--- config.mk ---
export PLATFORM = sky130hd
export DESIGN_NAME = stopwatch_display_scan
export DESIGN_NICKNAME = d
export VERILOG_FILES = /design/src/rtl/stopwatch_pkg.sv /design/src/rtl/bcd_to_seg7.sv /design/src/rtl/stopwatch_display_scan.sv
export SDC_FILE = /design/constraint.sdc
export NUM_CORES = 1
export LEC_CHECK = 0
export CORE_UTILIZATION = 54
export DETAILED_ROUTE_END_ITERATION = 16
export GPL_TIMING_DRIVEN = 0
export HOLD_SLACK_MARGIN = 0.02
export PLACE_DENSITY = 0.88
export SKIP_CTS_REPAIR_TIMING = 1
export SLEW_MARGIN = 10
export SYNTH_ARGS = -nofsm -noshare
export SYNTH_HDL_FRONTEND = slang
export SYNTH_HIERARCHICAL = 1
export SYNTH_SLANG_ARGS = --single-unit
--- constraint.sdc ---
create_clock -name CLK -period 2.8 [get_ports CLK]
set_input_delay 0.56 -clock CLK [delete_from_list [all_inputs] [get_ports CLK]]
set_output_delay 0.56 -clock CLK [all_outputs]
set_load 0.005 [all_outputs]
--- src/rtl/stopwatch_pkg.sv ---
// Shared types and 7-segment constants for the stopwatch display path.
// Segment vectors are ordered {g,f,e,d,c,b,a} and are active-low.
package stopwatch_pkg;

  typedef logic [6:0] seg7_t;
  typedef logic [1:0] digit_idx_t;

  typedef enum logic {
    S_GUARD,
    S_DRIVE
  } slot_state_e;

  localparam seg7_t SEG_BLANK = 7'h7F;
  localparam seg7_t SEG_DASH  = 7'b0111111;

  localparam seg7_t SEG_DIGIT [0:9] = '{
    7'b1000000,  // 0
    7'b1111001,  // 1
    7'b0100100,  // 2
    7'b0110000,  // 3
    7'b0011001,  // 4
    7'b0010010,  // 5
    7'b0000010,  // 6
    7'b1111000,  // 7
    7'b0000000,  // 8
    7'b0010000   // 9
  };

  function automatic logic [3:0] nibble_sel(input logic [15:0] v, input digit_idx_t idx);
    return v[{idx, 2'b00} +: 4];
  endfunction

  function automatic logic [3:0] anode_low(input digit_idx_t idx);
    return ~(4'b0001 << idx);
  endfunction

endpackage

--- src/rtl/bcd_to_seg7.sv ---
// Combinational BCD nibble to active-low 7-segment decoder.
// Codes above 9 render as a dash so corrupted time values stay visible.
module bcd_to_seg7
  import stopwatch_pkg::*;
(
  input  logic [3:0] bcd,
  output seg7_t      seg
);

  always_comb begin
    seg = SEG_DASH;
    for (int i = 0; i < 10; i++) begin
      if (bcd == 4'(i)) seg = SEG_DIGIT[i];
    end
  end

endmodule

--- src/rtl/stopwatch_display_scan.sv ---
// Frame-synchronous 4-digit multiplexed 7-segment scanner for an MM:SS BCD time.
// Optional colon blink gated by RUN is enabled with the COLON_BLINK_EN macro.
module stopwatch_display_scan
  import stopwatch_pkg::*;
#(
  parameter int REFRESH_DIV  = 50000,
  parameter int GUARD        = 16,
  parameter int BLINK_FRAMES = 125
) (
  input  logic        CLK,
  input  logic        RST,
  input  logic [15:0] T,
  input  logic        UPD,
  input  logic        LZ,
  input  logic        RUN,
  output logic [6:0]  SEG,
  output logic [3:0]  AN,
  output logic        DP,
  output logic        FRAME
);

  localparam int CNT_W = (REFRESH_DIV > 1) ? $clog2(REFRESH_DIV) : 1;
  typedef logic [CNT_W-1:0] cnt_t;
  localparam cnt_t CNT_LAST   = cnt_t'(REFRESH_DIV - 1);
  localparam cnt_t GUARD_LAST = cnt_t'(GUARD - 1);

  cnt_t        cnt_q, cnt_d;
  digit_idx_t  idx_q, idx_d;
  slot_state_e state_q, state_d;
  logic [15:0] shadow_q, shadow_d;
  logic [15:0] disp_q, disp_d;
  logic        pend_q, pend_d;
  seg7_t       seg_q, seg_d;
  logic [3:0]  an_q, an_d;
  logic        dp_q, dp_d;
  logic        frame_q, frame_d;

  logic        slot_end, boundary, colon_on;
  logic [3:0]  cur_nibble;
  seg7_t       dec_seg;

  assign slot_end   = (cnt_q == CNT_LAST);
  assign boundary   = slot_end && (idx_q == 2'd3);
  assign cur_nibble = nibble_sel(disp_q, idx_q);

  bcd_to_seg7 u_dec (
    .bcd (cur_nibble),
    .seg (dec_seg)
  );

  always_comb begin
    // NOTE: every always_comb output gets a default first, so no path can infer a latch.
    cnt_d    = slot_end ? '0 : cnt_q + cnt_t'(1);
    idx_d    = slot_end ? idx_q + 2'd1 : idx_q;
    state_d  = state_q;
    shadow_d = shadow_q;
    disp_d   = disp_q;
    pend_d   = pend_q;
    frame_d  = 1'b0;
    seg_d    = SEG_BLANK;
    an_d     = 4'hF;
    dp_d     = 1'b1;

    case (state_q)
      S_GUARD: if (cnt_q == GUARD_LAST) state_d = S_DRIVE;
      S_DRIVE: if (slot_end) state_d = S_GUARD;
      default: state_d = S_GUARD;
    endcase

    // The boundary reload uses the old shadow; a coincident UPD re-arms pend afterwards.
    if (boundary && pend_q) begin
      disp_d  = shadow_q;
      pend_d  = 1'b0;
      frame_d = 1'b1;
    end
    if (UPD) begin
      shadow_d = T;
      pend_d   = 1'b1;
    end

    if (state_q == S_DRIVE) begin
      an_d  = anode_low(idx_q);
      seg_d = (LZ && idx_q == 2'd3 && cur_nibble == 4'd0) ? SEG_BLANK : dec_seg;
      dp_d  = !(idx_q == 2'd2 && colon_on);
    end
  end

  always_ff @(posedge CLK) begin
    // NOTE: state flops use non-blocking assignments so every flop samples pre-edge values.
    if (RST) begin
      cnt_q    <= '0;
      idx_q    <= '0;
      state_q  <= S_GUARD;
      shadow_q <= '0;
      disp_q   <= '0;
      pend_q   <= 1'b0;
      seg_q    <= SEG_BLANK;
      an_q     <= 4'hF;
      dp_q     <= 1'b1;
      frame_q  <= 1'b0;
    end else begin
      cnt_q    <= cnt_d;
      idx_q    <= idx_d;
      state_q  <= state_d;
      shadow_q <= shadow_d;
      disp_q   <= disp_d;
      pend_q   <= pend_d;
      seg_q    <= seg_d;
      an_q     <= an_d;
      dp_q     <= dp_d;
      frame_q  <= frame_d;
    end
  end

`ifdef COLON_BLINK_EN
  localparam int FC_W = (BLINK_FRAMES > 1) ? $clog2(BLINK_FRAMES) : 1;
  typedef logic [FC_W-1:0] fcnt_t;
  localparam fcnt_t FC_LAST = fcnt_t'(BLINK_FRAMES - 1);

  fcnt_t fcnt_q, fcnt_d;
  logic  blink_q, blink_d;

  always_comb begin
    fcnt_d  = fcnt_q;
    blink_d = blink_q;
    if (!RUN) begin
      fcnt_d  = '0;
      blink_d = 1'b1;
    end else if (boundary) begin
      if (fcnt_q == FC_LAST) begin
        fcnt_d  = '0;
        blink_d = ~blink_q;
      end else begin
        fcnt_d = fcnt_q + fcnt_t'(1);
      end
    end
  end

  always_ff @(posedge CLK) begin
    if (RST) begin
      fcnt_q  <= '0;
      blink_q <= 1'b1;
    end else begin
      fcnt_q  <= fcnt_d;
      blink_q <= blink_d;
    end
  end

  assign colon_on = blink_q;
`else
  logic unused_run;
  assign unused_run = RUN | (BLINK_FRAMES < 1);
  assign colon_on   = 1'b1;
`endif

  assign SEG   = seg_q;
  assign AN    = an_q;
  assign DP    = dp_q;
  assign FRAME = frame_q;

endmodule

=== Yosys cells after proc, flatten, opt, wreduce, memory -nomap -nowiden ===
Index checks and enable logic that the tools add are counted.

* Bits in registers: 65
* Input bits: 21
* Output and inout bits: 13
* Logic and storage cells: 57

* $add $sub $neg: 2
* Eq/ne operators: 13
* Shifts and indexed selects: 2
* Muxes and demuxes: 16
* Bitwise gates (word level): 2
* Reduce and logical (&&, ||, !) cells: 11

{| class="wikitable"
|+ Operator list
! kind !! count
|-
| $mux W7 || 10
|-
| $add A16 B1 Y16 const B || 1
|-
| $eq A16 B16 Y1 const B || 1
|-
| $eq A16 B4 Y1 const B || 1
|-
| $eq A4 B3 Y1 const B || 4
|-
| $shiftx A16 B5 Y4 || 1
|-
| $eq A4 B2 Y1 const B || 2
|-
| $eq A4 B4 Y1 const B || 2
|-
| $mux W1 || 5
|-
| $eq A2 B2 Y1 const B || 2
|-
| $eq A4 B1 Y1 const B || 1
|-
| $logic_and A1 B1 Y1 || 4
|-
| $logic_not A4 Y1 || 1
|-
| $not A4 Y4 || 1
|-
| $reduce_or A2 Y1 || 2
|-
| $reduce_or A4 Y1 || 1
|-
| $shl A1 B2 Y4 const A || 1
|-
| $reduce_or A3 Y1 || 1
|-
| $add A2 B1 Y2 const B || 1
|-
| $pmux W1 S2 || 1
|-
| $reduce_bool A2 Y1 || 1
|-
| $logic_not A1 Y1 || 1
|-
| $not A1 Y1 || 1
|}

=== Logic depth before layout (Yosys ltp) ===
* Word-level depth: 12
* Gate-level depth with buffers: 7
* Gate-level depth less buffers: 5

=== Modules after synthesis ===
Netlist, hierarchy kept.

{| class="wikitable"
|+ By module, submodules not included
! module !! times used !! cells each !! area each (µm²) !! seq. area each (µm²)
|-
| stopwatch_display_scan || 1 || 273 || 2,615.0 || 1,281.2
|-
| bcd_to_seg7 || 1 || 21 || 130.1 || 0.0
|}

=== Worst setup path after synthesis ===
OpenSTA, ideal clock, no wires.

* Kind: register to register
* Start point: reg idx_q[0]
* End point: reg seg_q[0] (netlist: SEG[0])
* Library setup time: 0.127 ns
* Data arrival time: 2.077 ns
* Data required time: 2.673 ns
* Path slack: 0.596 ns
* Cell stages (with the launch flop): 7
* Buffers on the path: 1
* Period minus slack after synthesis: 2.204 ns
* Path through: dfxtp_1 > buf_6 > mux4_1 > or2_4 > mux2i_1 > o31ai_1 > or3_1

* Longest elaborated chain between the ends: 12
* Elaborated cells between the ends (all ways): 25
* Those cells by class: 10 x eq/ne; 1 x shift; 10 x mux; 4 x reduce/logical

{| class="wikitable"
|+ RTL lines
! item !! RTL line !! text
|-
| start, declared || stopwatch_display_scan.sv:28 || <nowiki>digit_idx_t idx_q, idx_d;</nowiki>
|-
| start signal, assigned || stopwatch_display_scan.sv:103 || <nowiki>idx_q <= idx_d;</nowiki>
|-
| $shiftx A16 B5 Y4 (*) || stopwatch_pkg.sv:30 || <nowiki>return v[{idx, 2'b00} +: 4];</nowiki>
|-
| named net cur_nibble[2] || stopwatch_display_scan.sv:39 || <nowiki>logic [3:0] cur_nibble;</nowiki>
|-
| $logic_not A4 Y1 || bcd_to_seg7.sv:13 || <nowiki>if (bcd == 4'(i)) seg = SEG_DIGIT[i];</nowiki>
|-
| $mux W7 (9 in a row) || bcd_to_seg7.sv:13 ||
|-
| $mux W7 (*) || bcd_to_seg7.sv:13 ||
|-
| named net dec_seg[0] || stopwatch_display_scan.sv:40 || <nowiki>seg7_t dec_seg;</nowiki>
|-
| end signal, assigned || stopwatch_display_scan.sv:108 || <nowiki>seg_q <= seg_d;</nowiki>
|-
| end, declared || stopwatch_display_scan.sv:33 || <nowiki>seg7_t seg_q, seg_d;</nowiki>
|}

The timed path passes the listed nets; every way through them passes the cells marked *.
A chain may end at the register's enable or synchronous reset.

=== Worst setup path in the final report ===
Ends and elaborated chain as after synthesis.

==> flow_summary_export.csv <==
group,metric,value,unit
synthesis,synth.largest_area_cell,"dfxtp_1",
drt,avgRoutedWirePerCell,14.13,µm
global_route,grtUsageTotal,24.55,%
synthesis,syn_inst,294,
worst_setup_path,crit_fanout,8,
worst_hold_path,hp-class,"register to register",
cts,cts.root.buffer_cell,"clkbuf_8",
worst_setup_path,crit_slowest_cell,"mux4_1",
finish,syn_to_final_growth,22.15,%
synthesis,synth_area,2745,µm²
synthesis,synth-seq-area-share,46.67,%
synthesis,synth_cell_types,42,
floorplanning,fp.dieH,73.30,µm
drt,routed_wl,5767,µm
drt,firstDrtPassIters,4,
sta,setup_viol,0,
sta,clock_skew,0.005326,ns
cts,clkLatencyLatePin,0.34,ns
synthesis,synth_top_area_share,46.67,%
finish,design_area,3353,µm²
sta,tightest_slew,0.5444,ns
floorplanning,num_rows,25,
worst_setup_path,path_delay_family,"multiplexers",
outcome,status,"complete, no violations",
pwr,peakVddDrop,0.2957,mV
synthesis,synthFlopType,"dfxtp_1",
floorplanning,core,4817,µm²
global_route,grt_pass1_wl,9811,µm
flow_run,cap_violations,0,
place,io_buffer_count,31,
cts,numClockSinks,64,
drt,initialDrtViolationCount,133,
drt,drcViolationCount,0,
synthesis,avgSynthCellArea,9.337,µm²
cts,clkSlewWorstSetupHoldPaths,0.07,ns
sta,period_needed,2.367,ns
global_route,grt_pass1_vias,2143,
floorplanning,die_area,5373,µm²
cts,htreeDepth,3,
sta,relSlewSlack,63.43,%
place,placedInstanceArea,3139,µm²
floorplanning,die_w,73.30,µm
pwr,p_leak,1.214,nW
sta,hold_violations,0,
synthesis,synthArstFlopShare,0,%
synthesis,synth_seq_cells,64,
finish,nNetsFinal,362,
sta,fin_crit_sh,84.54,%
worst_setup_path,end_kind,"register",
synthesis,synth_edf_count,0,
worst_setup_path,crit_chain,"buf_6, mux4_1, or2_4, mux2i_1, o31ai_1, or3_1",
place,place.gp.congestion,0.9168,
synthesis,syn-num-nets,320,
pwr,p_per_area,561.7,nW/µm²
global_route,antenna_found_initial,0,
cts,cts_buffer_depth,2,
finish,antennaDiodeCount,0,
worst_setup_path,worstPathRequired,3.03,ns
synthesis,yosysWarningCount,6,
drt,via_per_inst,5.674,
worst_setup_path,cp_num_buf_inv,1,
drt,via_count,2315,
cts,numCtsBuffers,9,
finish,layout-drive-gt1-share,8.504,%
sta,max_freq,422.5,MHz
pwr,finalPower,1.884,mW
worst_setup_path,cp.arrival,2.60,ns
sta,drv_slew,0,
sta,fin_tns_setup,0,ns
global_route,grt_overflow,0,
global_route,grt_max_degree,11,
finish,final_util,69.61,%
synthesis,ys_top_cells_by_area,"dfxtp_1, mux2i_1, nor2_1",
worst_setup_path,slowest_delay,0.72,ns
drt,ant_nets,0,
place,dp_hpwl,3972,µm
worst_setup_path,worstSetupPathType,"register to register",
sta,rsz0062_at_grt,"no",
floorplanning,pin_count,34,
worst_setup_path,start_kind,"register",
floorplanning,start_util,56.99,%
cts,cts_tree,"done",
[Yosys cell counts (2+ instances only)]
master    count
mux4_1        2
and2_1        2
buf_4         2
nand2b_1      2
nor4_1        4
or3_1         8
nand2_1      15
nor2_1       37
o31ai_1       2
xor2_1        3
mux2i_1      17
nand3_1      10
a21oi_1      20
mux4_2        2
ha_1          5
nor3_1        4
nor2b_1       2
nor4bb_1      2
dfxtp_1      64
xnor2_1      12
buf_6         2
buf_2         3
o21ai_0      18
nand4_1      20
clkbuf_1     11
inv_1         8
or2_2         2
[power breakdown]
| group | leakage [nW] | switching, mW | internal [mW] |
|---|---|---|---|
| sequential | 0.520 | 0.0125 | 0.929 |
| combinational | 0.587 | 0.0338 | 0.0434 |
| clock | 0.108 | 0.340 | 0.525 |
| total | 1.21 | 0.386 | 1.50 |
[layout make-up]
type	count	area, µm²
buffer	20	102.6
clock buffer	13	148.9
clock inverter	3	65.06
fill	389	1464
inverter	8	30.03
multi-input combinational	202	1331
sequential	64	1281
tap	67	83.83
timing repair buffer	31	310.3
[path summary, 6_finish.rpt]
| path | cells past startpoint | from | end | slack [ns] |
|---|---|---|---|---|
| hold / removal | 1 | cnt_q[0]$_SDFF_PP0_ | cnt_q[0]$_SDFF_PP0_ | 0.47 |
| setup / recovery | 6 | idx_q[0]$_SDFFE_PP0N_ | SEG[0]$_SDFF_PP1_ | 0.43 |
| setup reg to reg | 6 | idx_q[0]$_SDFFE_PP0N_ | SEG[0]$_SDFF_PP1_ | 0.43 |
| hold reg to reg | 1 | cnt_q[0]$_SDFF_PP0_ | cnt_q[0]$_SDFF_PP0_ | 0.47 |
[registers in the layout (all words and copies together), names as in the netlist]
register	flops
idx_q	2
state_q	1
AN	4
shadow_q	16
pend_q	1
FRAME	1
cnt_q	16
disp_q	16
SEG	7
[placed cells by master (no fill, tap or decap), types with 10 or more instances in the layout]
cell / instances
dfxtp_1: 64
nor2_1: 37
clkdlybuf4s50_1: 31
nand4_1: 20
a21oi_1: 20
o21ai_0: 18
mux2i_1: 17
nand2_1: 15
clkbuf_1: 14
xnor2_1: 12
nand3_1: 10
clkbuf_8: 10
[metrics by stage]
stage          hold WS [ns]  cells  setup slack [ns]
6_report             0.4715    408            0.4329
5_1_grt              0.4844    408            0.3297
3_3_place_gp         0.4378    392            0.4737
3_5_place_dp         0.4605    392            0.4582
2_1_floorplan        0.4261    294            0.5960
4_1_cts              0.4749    408            0.4393
[metal layers]
metal / up-vias / track usage [%] / share of wire (%)
met2: 87 / 39.20 / 47
met3: 13 / 6.310 / 6.0
met1: 1092 / 30.67 / 44
li1: 1123 / - / -
met5: - / 0 / 0
met4: 0 / 12.82 / 2.8
[kinds of logic (layout without fill, tap and decap cells)]
kind of cell    count (synthesis)  after routing  share of synthesized area [%]
flops                          64             64                          46.67
simple gates                  117            117                          23.06
mux                            21             21                          9.754
fa+ha+maj                       5              5                          2.279
compound gates                 44             44                          8.615
buf+inv                        28             75                          4.831
xor+xnor                       15             15                          4.786
No activity file was read; power rests on OpenSTA's default activity.
